===== config.mk =====
export PLATFORM = sky130hd
export DESIGN_NAME = rr_arb_mux
export DESIGN_NICKNAME = d
export VERILOG_FILES = /design/src/rtl/rr_arb_mux.sv
export SDC_FILE = /design/constraint.sdc
export NUM_CORES = 1
export LEC_CHECK = 0
export BUFFER_PORTS_ARGS = -buffer_cell sky130_fd_sc_hd__buf_2
export CAP_MARGIN = 10
export CORE_ASPECT_RATIO = 1.4
export CORE_MARGIN = 5
export CORE_UTILIZATION = 40
export CTS_CLUSTER_SIZE = 16
export DETAILED_ROUTE_END_ITERATION = 10
export GPL_ROUTABILITY_DRIVEN = 0
export PLACE_DENSITY = 0.88
export SYNTH_ARGS = -nofsm -noshare
export SYNTH_HDL_FRONTEND = slang
export SYNTH_SLANG_ARGS = --single-unit
export TNS_END_PERCENT = 50

===== constraint.sdc =====
create_clock -name clk -period 2.05 [get_ports clk]
set_clock_uncertainty 0.1 [all_clocks]
set_input_delay 0.41 -clock clk [delete_from_list [all_inputs] [get_ports clk]]
set_output_delay 0.41 -clock clk [all_outputs]
set_load 0.01 [all_outputs]

===== src/rtl/rr_arb_mux.sv =====
// rtl/rr_arb_mux.sv - round-robin N:1 stream mux with optional burst lock
// One-beat registered output stage; the grant can be held across a burst until its last beat.
module rr_arb_mux #(
  parameter int WIDTH = 32,
  parameter int SELW  = 2,
  parameter int LOCK  = 1
) (
  input  logic                        clk,
  input  logic                        resetn,
  input  logic [(2**SELW)-1:0]        in_valid,
  input  logic [(2**SELW)*WIDTH-1:0]  in_data,
  input  logic [(2**SELW)-1:0]        in_last,
  output logic [(2**SELW)-1:0]        in_ready,
  output logic                        out_valid,
  output logic [WIDTH-1:0]            out_data,
  output logic                        out_last,
  output logic [SELW-1:0]             out_sel,
  input  logic                        out_ready
);

  localparam int NCH = 2**SELW;

  logic [SELW-1:0]  r_ptr;
  logic             r_lock;
  logic [SELW-1:0]  r_lock_ch;
  logic             r_out_valid;
  logic [WIDTH-1:0] r_out_data;
  logic             r_out_last;
  logic [SELW-1:0]  r_out_sel;

  logic [SELW-1:0]  w_gnt;
  logic             w_gnt_vld;
  logic             w_slot_free;
  logic             w_xfer;
  logic [NCH-1:0]   w_ready;
  logic [WIDTH-1:0] w_gnt_data;
  logic             w_gnt_last;

  // Downward scan so the channel closest above r_ptr is the one left standing.
  always_comb begin
    w_gnt     = r_ptr;
    w_gnt_vld = 1'b0;
    if (r_lock) begin
      w_gnt     = r_lock_ch;
      w_gnt_vld = in_valid[r_lock_ch];
    end else begin
      for (int k = NCH - 1; k >= 0; k--) begin
        if (in_valid[r_ptr + SELW'(k)]) begin
          w_gnt     = r_ptr + SELW'(k);
          w_gnt_vld = 1'b1;
        end
      end
    end
  end

  assign w_slot_free = !r_out_valid || out_ready;
  assign w_xfer      = resetn && w_slot_free && w_gnt_vld;

  always_comb begin
    w_ready = '0;
    if (w_xfer) begin
      w_ready[w_gnt] = 1'b1;
    end
  end

  always_comb begin
    w_gnt_data = in_data[int'(w_gnt) * WIDTH +: WIDTH];
    w_gnt_last = in_last[w_gnt];
  end

  always_ff @(posedge clk) begin
    if (!resetn) begin
      r_out_valid <= 1'b0;
      r_out_data  <= '0;
      r_out_last  <= 1'b0;
      r_out_sel   <= '0;
      r_ptr       <= '0;
      r_lock      <= 1'b0;
      r_lock_ch   <= '0;
    end else if (w_xfer) begin
      r_out_valid <= 1'b1;
      r_out_data  <= w_gnt_data;
      r_out_last  <= w_gnt_last;
      r_out_sel   <= w_gnt;
      r_ptr       <= w_gnt + SELW'(1);
      if (LOCK != 0) begin
        r_lock    <= !w_gnt_last;
        r_lock_ch <= w_gnt;
      end
    end else if (w_slot_free) begin
      r_out_valid <= 1'b0;
    end
  end

  assign in_ready  = w_ready;
  assign out_valid = r_out_valid;
  assign out_data  = r_out_data;
  assign out_last  = r_out_last;
  assign out_sel   = r_out_sel;

endmodule


-- Word-level counts from Yosys, hierarchy flattened
Index checks and enable logic that the tools add are counted.
- multiplexer cells: 27
- $add $sub $neg: 4
- equality and inequality tests: 0
- reductions and logical operators: 7
- divide/modulo/power cells: 0
- magnitude comparators: 7
- bitwise operators: 0
- shifts and indexed selects: 1
- multipliers: 0
- operator list (kind ; count):
    variable part select 128 x 8 -> 32 bit ; 1
    less-than comparator 2 x 3 -> 1 bit (second input constant) ; 6
    two-way mux 1 bit ; 14
    binary-select mux 1 bit (select 2 bit) ; 6
    two-way mux 2 bit ; 5
    adder 2 x 1 -> 2 bit (second input constant) ; 2
    adder 2 bit (second input constant) ; 2
    two-way mux 4 bit ; 1
    logical AND 1 bit ; 3
    demux 1 bit (select 2 bit) ; 1
    greater-or-equal comparator 2 x 1 -> 1 bit (second input constant) ; 1
    logical NOT 1 bit ; 2
    nonzero test 2 bit ; 1
    logical OR 1 bit ; 1
- register bits after elaboration: 39
- bits in latches: 0
- memories: 0
- input bits: 139
- word-level logic and storage cells: 52
- memory bits (read-only): 0
- memory bits (writable): 0
- output and inout port bits: 40

-- Logic depth before layout (Yosys ltp)
Gate-level depths: netlist of run 1.
- depth in word-level cells: 13
- depth in mapped cells: 9
- depth with buffers taken out: 5

-- Least setup slack after synthesis of run 1
No wires, ideal clock.
- path kind: in2out
- start: input in_valid[0]
- end: output in_ready[1]
- stages: 7
- arrival time: 1.703 ns
- data required time: 1.540 ns
- slack: -0.163 ns
- buffers on the path: 2
- cells stage by stage: nor2b_1 > o21ba_1 > o41ai_2 > buf_2 > buf_2 > nand2_1 > nor2_1
- cells in the longest elaborated chain, start to end: 12
- elaborated cells between the ends (all ways): 27
- classes of those cells: order compare: 2; mux: 23; reduce/logical: 2
- ends and longest elaborated chain (item ; line ; source):
    start, declared ; 10 ; input logic [(2**SELW)-1:0] in_valid,
    binary-select mux 1 bit (select 2 bit) ; 48 ; if (in_valid[r_ptr + SELW'(k)]) begin
    two-way mux 1 bit (implied by the code) ; 48 ;
    two-way mux 2 bit (4 in series) ; 48 ;
    two-way mux 2 bit ; 43 ; if (r_lock) begin
    less-than comparator 2 x 3 -> 1 bit (implied by the code) or greater-or-equal comparator 2 x 1 -> 1 bit (tied branches) ; 62 ; w_ready[w_gnt] = 1'b1;
    logical AND 1 bit (implied by the code) ; 62 ;
    two-way mux 1 bit (implied by the code) ; 62 ;
    demux 1 bit (select 2 bit) ; 62 ;
    two-way mux 4 bit (*) ; 61 ; if (w_xfer) begin
    end, declared ; 13 ; output logic [(2**SELW)-1:0] in_ready,
Mark *: on every way between the ends. The rest lies on a longest branch, timed or not. The select of a mux whose other input is x is not followed.

-- Final worst setup path of run 1
- start: register r_ptr[0]
- end: output in_ready[0]
- cells in the longest elaborated chain, start to end: 13
- elaborated cells between the ends (all ways): 28
- classes of those cells: add/sub: 3; order compare: 2; mux: 21; reduce/logical: 2
- ends and longest elaborated chain (item ; line ; source):
    start, declared ; 23 ; logic [SELW-1:0] r_ptr;
    start signal, assigned ; 85 ; r_ptr <= w_gnt + SELW'(1);
    adder 2 bit ; 48, 49 ;
    binary-select mux 1 bit (select 2 bit) ; 48 ;
    two-way mux 1 bit (implied by the code) ; 48 ;
    two-way mux 2 bit (4 in series) ; 48 ;
    two-way mux 2 bit ; 43 ;
    less-than comparator 2 x 3 -> 1 bit (implied by the code) or greater-or-equal comparator 2 x 1 -> 1 bit (tied branches) ; 62 ;
    logical AND 1 bit (implied by the code) ; 62 ;
    two-way mux 1 bit (implied by the code) ; 62 ;
    demux 1 bit (select 2 bit) ; 62 ;
    two-way mux 4 bit (*) ; 61 ;
Marked as above.

==> metrics.txt, run 1 <==
status complete, but fails checks; failing checks setup timing; syn avg cell area ~9.1 um^2; RSZ-0062 raised after global routing true; Post-synth EDFFs 0; Setup Viol. Count Final 4; Hold Path Class in2reg; All-Layer GR Usage 0.234; max cap viols 0; worst-path fanout max 4; top cell family by delay on the critical path simple AND/OR/NAND/NOR gates; Die ar. 0.00942 mm^2; first-pass GRT wire length 18200 um; Critical Path Max Stage Delay 340 ps; LEAKAGE around 0.0021 uW; Setup Crit Path Kind reg2out; post-layout min period 2260 ps; register area share after synthesis 0.258; starting density of the core 0.411; Slowest-stage cell, CP dfxtp_2; Tcrit/Tclk final 1.10; Overflow after GRT 0; count leader, synth dfxtp_1; Nets 661; layout cells sized above 1 0.541; setup TNS -763 ps; Most used DFF post-synth dfxtp_1; P&R area growth vs syn 46.7%; Post-DRT Antenna Nets 0; synth top area cells dfxtp_1, o211ai_2, mux2i_1, and4_1, o31a_1; Sink Count 39; largest net degree at the start of global routing 33; crit end category output port; final hold violations 0; hold path start resetn; Via density 5.79; I/O Buffers about 180; crit path from r_ptr[0]; FP Rows 37; Yosys top cell by area dfxtp_1; syn_nets 471; Yosys top cell area share 0.258; slack of the critical path -209 ps; maximum clock path buffer count 2; H-tree levels 2; Post-synth ARST share 0; Seq cells post-synth 39; clock-pin slew on the worst setup and hold paths 80 ps; clock tree root buffer cell clkbuf_8; CP bufs+invs 3; WL/cell 18.6 um; Crit path required time about 1500 ps; crit path DAT 1750 ps; post-place setup slack -251 ps; mapped cell area approximately 0.0030 mm^2; Num CTS Buffers 5; Slew headroom 0.664; Core Footprint 0.00736 mm^2; Fmax 443 MHz; die height 113 um; Routed WL ~12000 um; Cells after Synth 332; final slew viol count 0; fillcell total 629; Slew @ Worst Pin around 500 ps; # IOs 179; Die Wd around 83 um; worst-path cell chain buf_4, nand2b_4, a21boi_4, o41ai_4, buf_4, nand2b_4, nor2_4, buf_6; vias in the first global route around 3900; initial antenna violation count 1; synth cell count leaders dfxtp_1, nand2_1, o211ai_1; drt pass-1 iters 4; Cell Pwr Density 1300 mW/mm^2; worst vdd ir 0.796 mV; hold_buf cts 0; via count 3593; DRC Markers 0; r2r setup slk 90 ps; Ys Warns 0; DR iter-0 viols between 200 and 250; clk_lat worst skew between 200 and 300 ps; CP Launch Type flip-flop; synth unique cells 38; DPL Wire Length 8970 um; CTS tree yes; reg2reg start r_ptr[0]
## area by class of cell
class                           count  area (um^2)  share of cell area
Antenna cell                        1         2.50            0.000564
Clock buffer                        8          100              0.0226
Inverter                            2         7.51             0.00169
Multi-Input combinational cell    253         2130               0.481
Sequential cell                    39          786               0.177
Tap cell                           97          121              0.0274
Timing Repair Buffer              221         1280               0.290
## routing by layer
layer / wire, um / share of wire / global-route usage / vias to the layer above
li1: - / - / - / 1687
met1: 3960 / 0.34 / 0.237 / 1678
met2: 6230 / 0.54 / 0.436 / 183
met3: 806 / 0.070 / 0.0466 / 45
met4: 520 / 0.045 / 0.145 / 0
met5: 0 / 0 / 0 / -
## registers in the layout (all words and copies together), names as in the netlist
signal     cells
out_data      32
out_last       1
out_sel        2
r_lock         1
r_ptr          2
out_valid      1
## power breakdown
group          leakage [uW]  internal, uW  switching (uW)  total [uW]
Sequential         0.000324          1110             215        1330
Clock             0.0000515           308             281         589
Combinational       0.00170          1780            2080        3860
Total               0.00207          3200            2570        5770
## timing repair
action                                  CTS  global route
endpoints found under the setup margin    6            36
resized for setup                        12            11
buffers inserted                          3             4
cloned                                    0             0
pin swaps                                 4            11
## cell families (layout without fill, tap and decap cells)
kind of cell    count (synthesis)  in the layout  synth area share
flops                          39             39             0.258
other cells                     0              1                 0
compound gates                119            119             0.362
buf+inv                        40            231            0.0721
mux                            34             34             0.113
simple gates                  100            100             0.194
## worst register-to-register path: cells and delay by family, from the launching register on
kind | cells | cell delay (ps)
AOI/OAI and AO/OA | 3 | 520
DFF | 1 | 360
and+or+nand+nor | 1 | 180
buffers and inverters | 4 | 690
## placed cells by master, fill, tap and decap left out, types with 7 or more instances in the layout
cell,netlist,routed
and4_1,32,32
clkbuf_8,0,7
o211ai_2,28,28
nand2_1,38,37
o211ai_1,36,36
mux2i_1,33,33
buf_4,1,37
nor2_1,11,7
dfxtp_1,39,35
o31a_1,32,32
buf_2,9,176
## per-stage QoR
stage | total power, uW | utilization | area, um^2 | hold WS (ps) | instances
after CTS | 5640 | 0.592 | 4360 | 286 | 616
after global placement | 4810 | 0.569 | 4190 | 349 | 605
after detailed placement | 4950 | 0.569 | 4190 | 354 | 605
final | 5770 | 0.602 | 4430 | 299 | 621
after global routing | 6120 | 0.602 | 4430 | 303 | 621
after floorplan | 3760 | - | 3070 | 408 | 332
## path summary, 6_finish.rpt
| check | to | cells past startpoint |
|---|---|---|
| max reg2reg | out_data[7] | 8 |
| min reg2reg | out_data[10] | 2 |
| min | r_ptr[0] | 2 |
| max | in_ready[0] | 8 |
Power figures use the tool's default switching activity.
==> inputs of run 2 (changes only) <==
--- a/config.mk
+++ b/config.mk
@@ -13,7 +13,7 @@
 export CTS_CLUSTER_SIZE = 16
 export DETAILED_ROUTE_END_ITERATION = 10
 export GPL_ROUTABILITY_DRIVEN = 0
-export PLACE_DENSITY = 0.88
+export PLACE_DENSITY = 0.85
 export SYNTH_ARGS = -nofsm -noshare
 export SYNTH_HDL_FRONTEND = slang
 export SYNTH_SLANG_ARGS = --single-unit
==> constraint.sdc (replaced) <==
create_clock -name clk -period 2.7 [get_ports clk]
set_clock_uncertainty 0.1 [all_clocks]
set_input_delay 0.54 -clock clk [delete_from_list [all_inputs] [get_ports clk]]
set_output_delay 0.54 -clock clk [all_outputs]
set_load 0.01 [all_outputs]
==> run 2 against run 1 <==
Global-route usage decreased by 0.81 points. Sequential share of layout area up 1.5 points. First-iteration DRC count fell by 19%. The run now ends clean. Setup slack better by 320 ps. Non-clock buffer count shrank 26. Largest power group unchanged. Critical path type unchanged.
==> metrics.txt, run 2 (synthesis results as in run 1) <==
M1 WL 3840 um; Core Footprint ~0.0074 mm^2; Sink Count 39; Worst R2R End out_data[14]; WL/cell 18.2 um; Final Power 3930 uW; Tcrit/Tclk final 0.960; WL met3 727 um; Cell Pwr Density about 960 mW/mm^2; highest-count cells in the layout ignoring fill and taps buf_2, nand2_1, dfxtp_1, o211ai_1, mux2i_1; H-tree levels 2; crit path DAT 1950 ps; DPL Wire Length around 8400 um; die height 113 um; Routed WL 10800 um; CP Launch Type flip-flop; Overflow after GRT 0; hold depth 2; Die Wd roughly 83 um; r2r setup slk 470 ps; I/O Buffers around 180; Slew @ Worst Pin 519 ps; hold path start out_data[1]; vias in the first global route 3651; crit end category output port; clock tree root buffer cell clkbuf_8; All-Layer GR Usage 0.226; DR iter-0 viols 178; max cap viols 0; status finished, final reports clean; routed wl met2 5880 um; ANT cells 0; Post-DRT Antenna Nets 0; highest metal layer with signal wires met4; starting density of the core 0.411; CTS tree yes; reg2reg start r_ptr[1]; # IOs 179; maximum clock path buffer count 2; Worst Hold End out_data[1]; via count 3435; DRC Markers 0; setup TNS 0 ps; Fmax 386 MHz; Hold Path Class reg2reg; first-pass GRT wire length about 17000 um; largest net degree at the start of global routing 34; commonest non-fill, non-tap cell in the layout buf_2; worst-path fanout max 17; Slew headroom 0.654; Nets 635; Worst R2R Path Depth 6; Setup Crit Path Kind reg2out; number of flip-flops under the largest register name 32; FP Rows 37; RSZ-0062 raised after global routing false; clk_lat worst skew just under 300 ps; drt pass-1 iters 5; final hold violations 0; post-layout min period 2590 ps; layout cells sized above 1 0.485; initial antenna violation count 0; worst vdd ir slightly above 0.5 mV; Via density a little under 6; Die ar. 0.00942 mm^2; LEAKAGE between 0.0015 and 0.002 uW; Setup Viol. Count Final 0; P&R area growth vs syn 34.8%; Num CTS Buffers 5; final slew viol count 0; clock-pin slew on the worst setup and hold paths 80 ps; Crit path required time 2060 ps
[run 2: cell types whose count changed in the layout (fill, tap and decap cells not counted), moves of 3 or more]
cell     delta
buf_4      -22
buf_12      -3
dfxtp_1     +3
dfxtp_2     -3
buf_6       -3
nor2_1      +4
[run 2: timing repair]
action                     4_1_cts  5_1_grt
resized for setup                0        2
hold buffers                     0        0
buffers inserted                 1        0
setup endpoints to repair        3        4
pin swaps                        1        1
[run 2: layout make-up]
class                   count  area, um^2
repair buffers            195        1030
fillers                   690        3290
clock buffers               6        72.6
inverters                   2        7.51
well taps                  97         121
flip-flops and latches     39         782
multi-input cells         253        2060
[run 2: how the worst max path moves through the flow]
stage | slack (ps) | startpoint | to
2_1_floorplan | 230 | in_valid[0] | in_ready[1]
4_1_cts | 20 | r_lock | in_ready[0]
6_report | 110 | r_ptr[1] | in_ready[3]
5_1_grt | 4 | r_ptr[1] | in_ready[3]
3_5_place_dp | 140 | in_valid[2] | in_ready[0]
3_3_place_gp | 170 | in_valid[2] | in_ready[2]
[run 2: worst max-delay path, cell delays in order, from the launching register on]
cell and delay [ps]:
dfxtp_1 490, nand2_1 170, a221o_2 520, nand3_1 250
nor2_1 80, buf_2 140
[run 2: per-layer routing]
metal  global-route usage  vias up
met3               0.0539       26
li1                     -     1630
met1                0.232     1627
met5                    0        -
met4                0.114        0
met2                0.423      152
[run 2: report_power, final]
| part | internal (uW) | switching (uW) |
|---|---|---|
| combinational | 1090 | 1450 |
| clock | 173 | 209 |
| sequential | 840 | 173 |
[run 2: stage by stage]
| stage | hold WS [ps] | instances | util | cell area [um^2] | setup slack (ps) |
|---|---|---|---|---|---|
| floorplan | 408 | 332 | - | 3020 | 227 |
| global placement | 350 | 585 | 0.542 | 3990 | 172 |
| detailed placement | 356 | 585 | 0.542 | 3990 | 143 |
| CTS | 373 | 592 | 0.553 | 4070 | 18.8 |
| global route | 400 | 592 | 0.553 | 4070 | 4.48 |
| finish | 371 | 592 | 0.553 | 4070 | 108 |
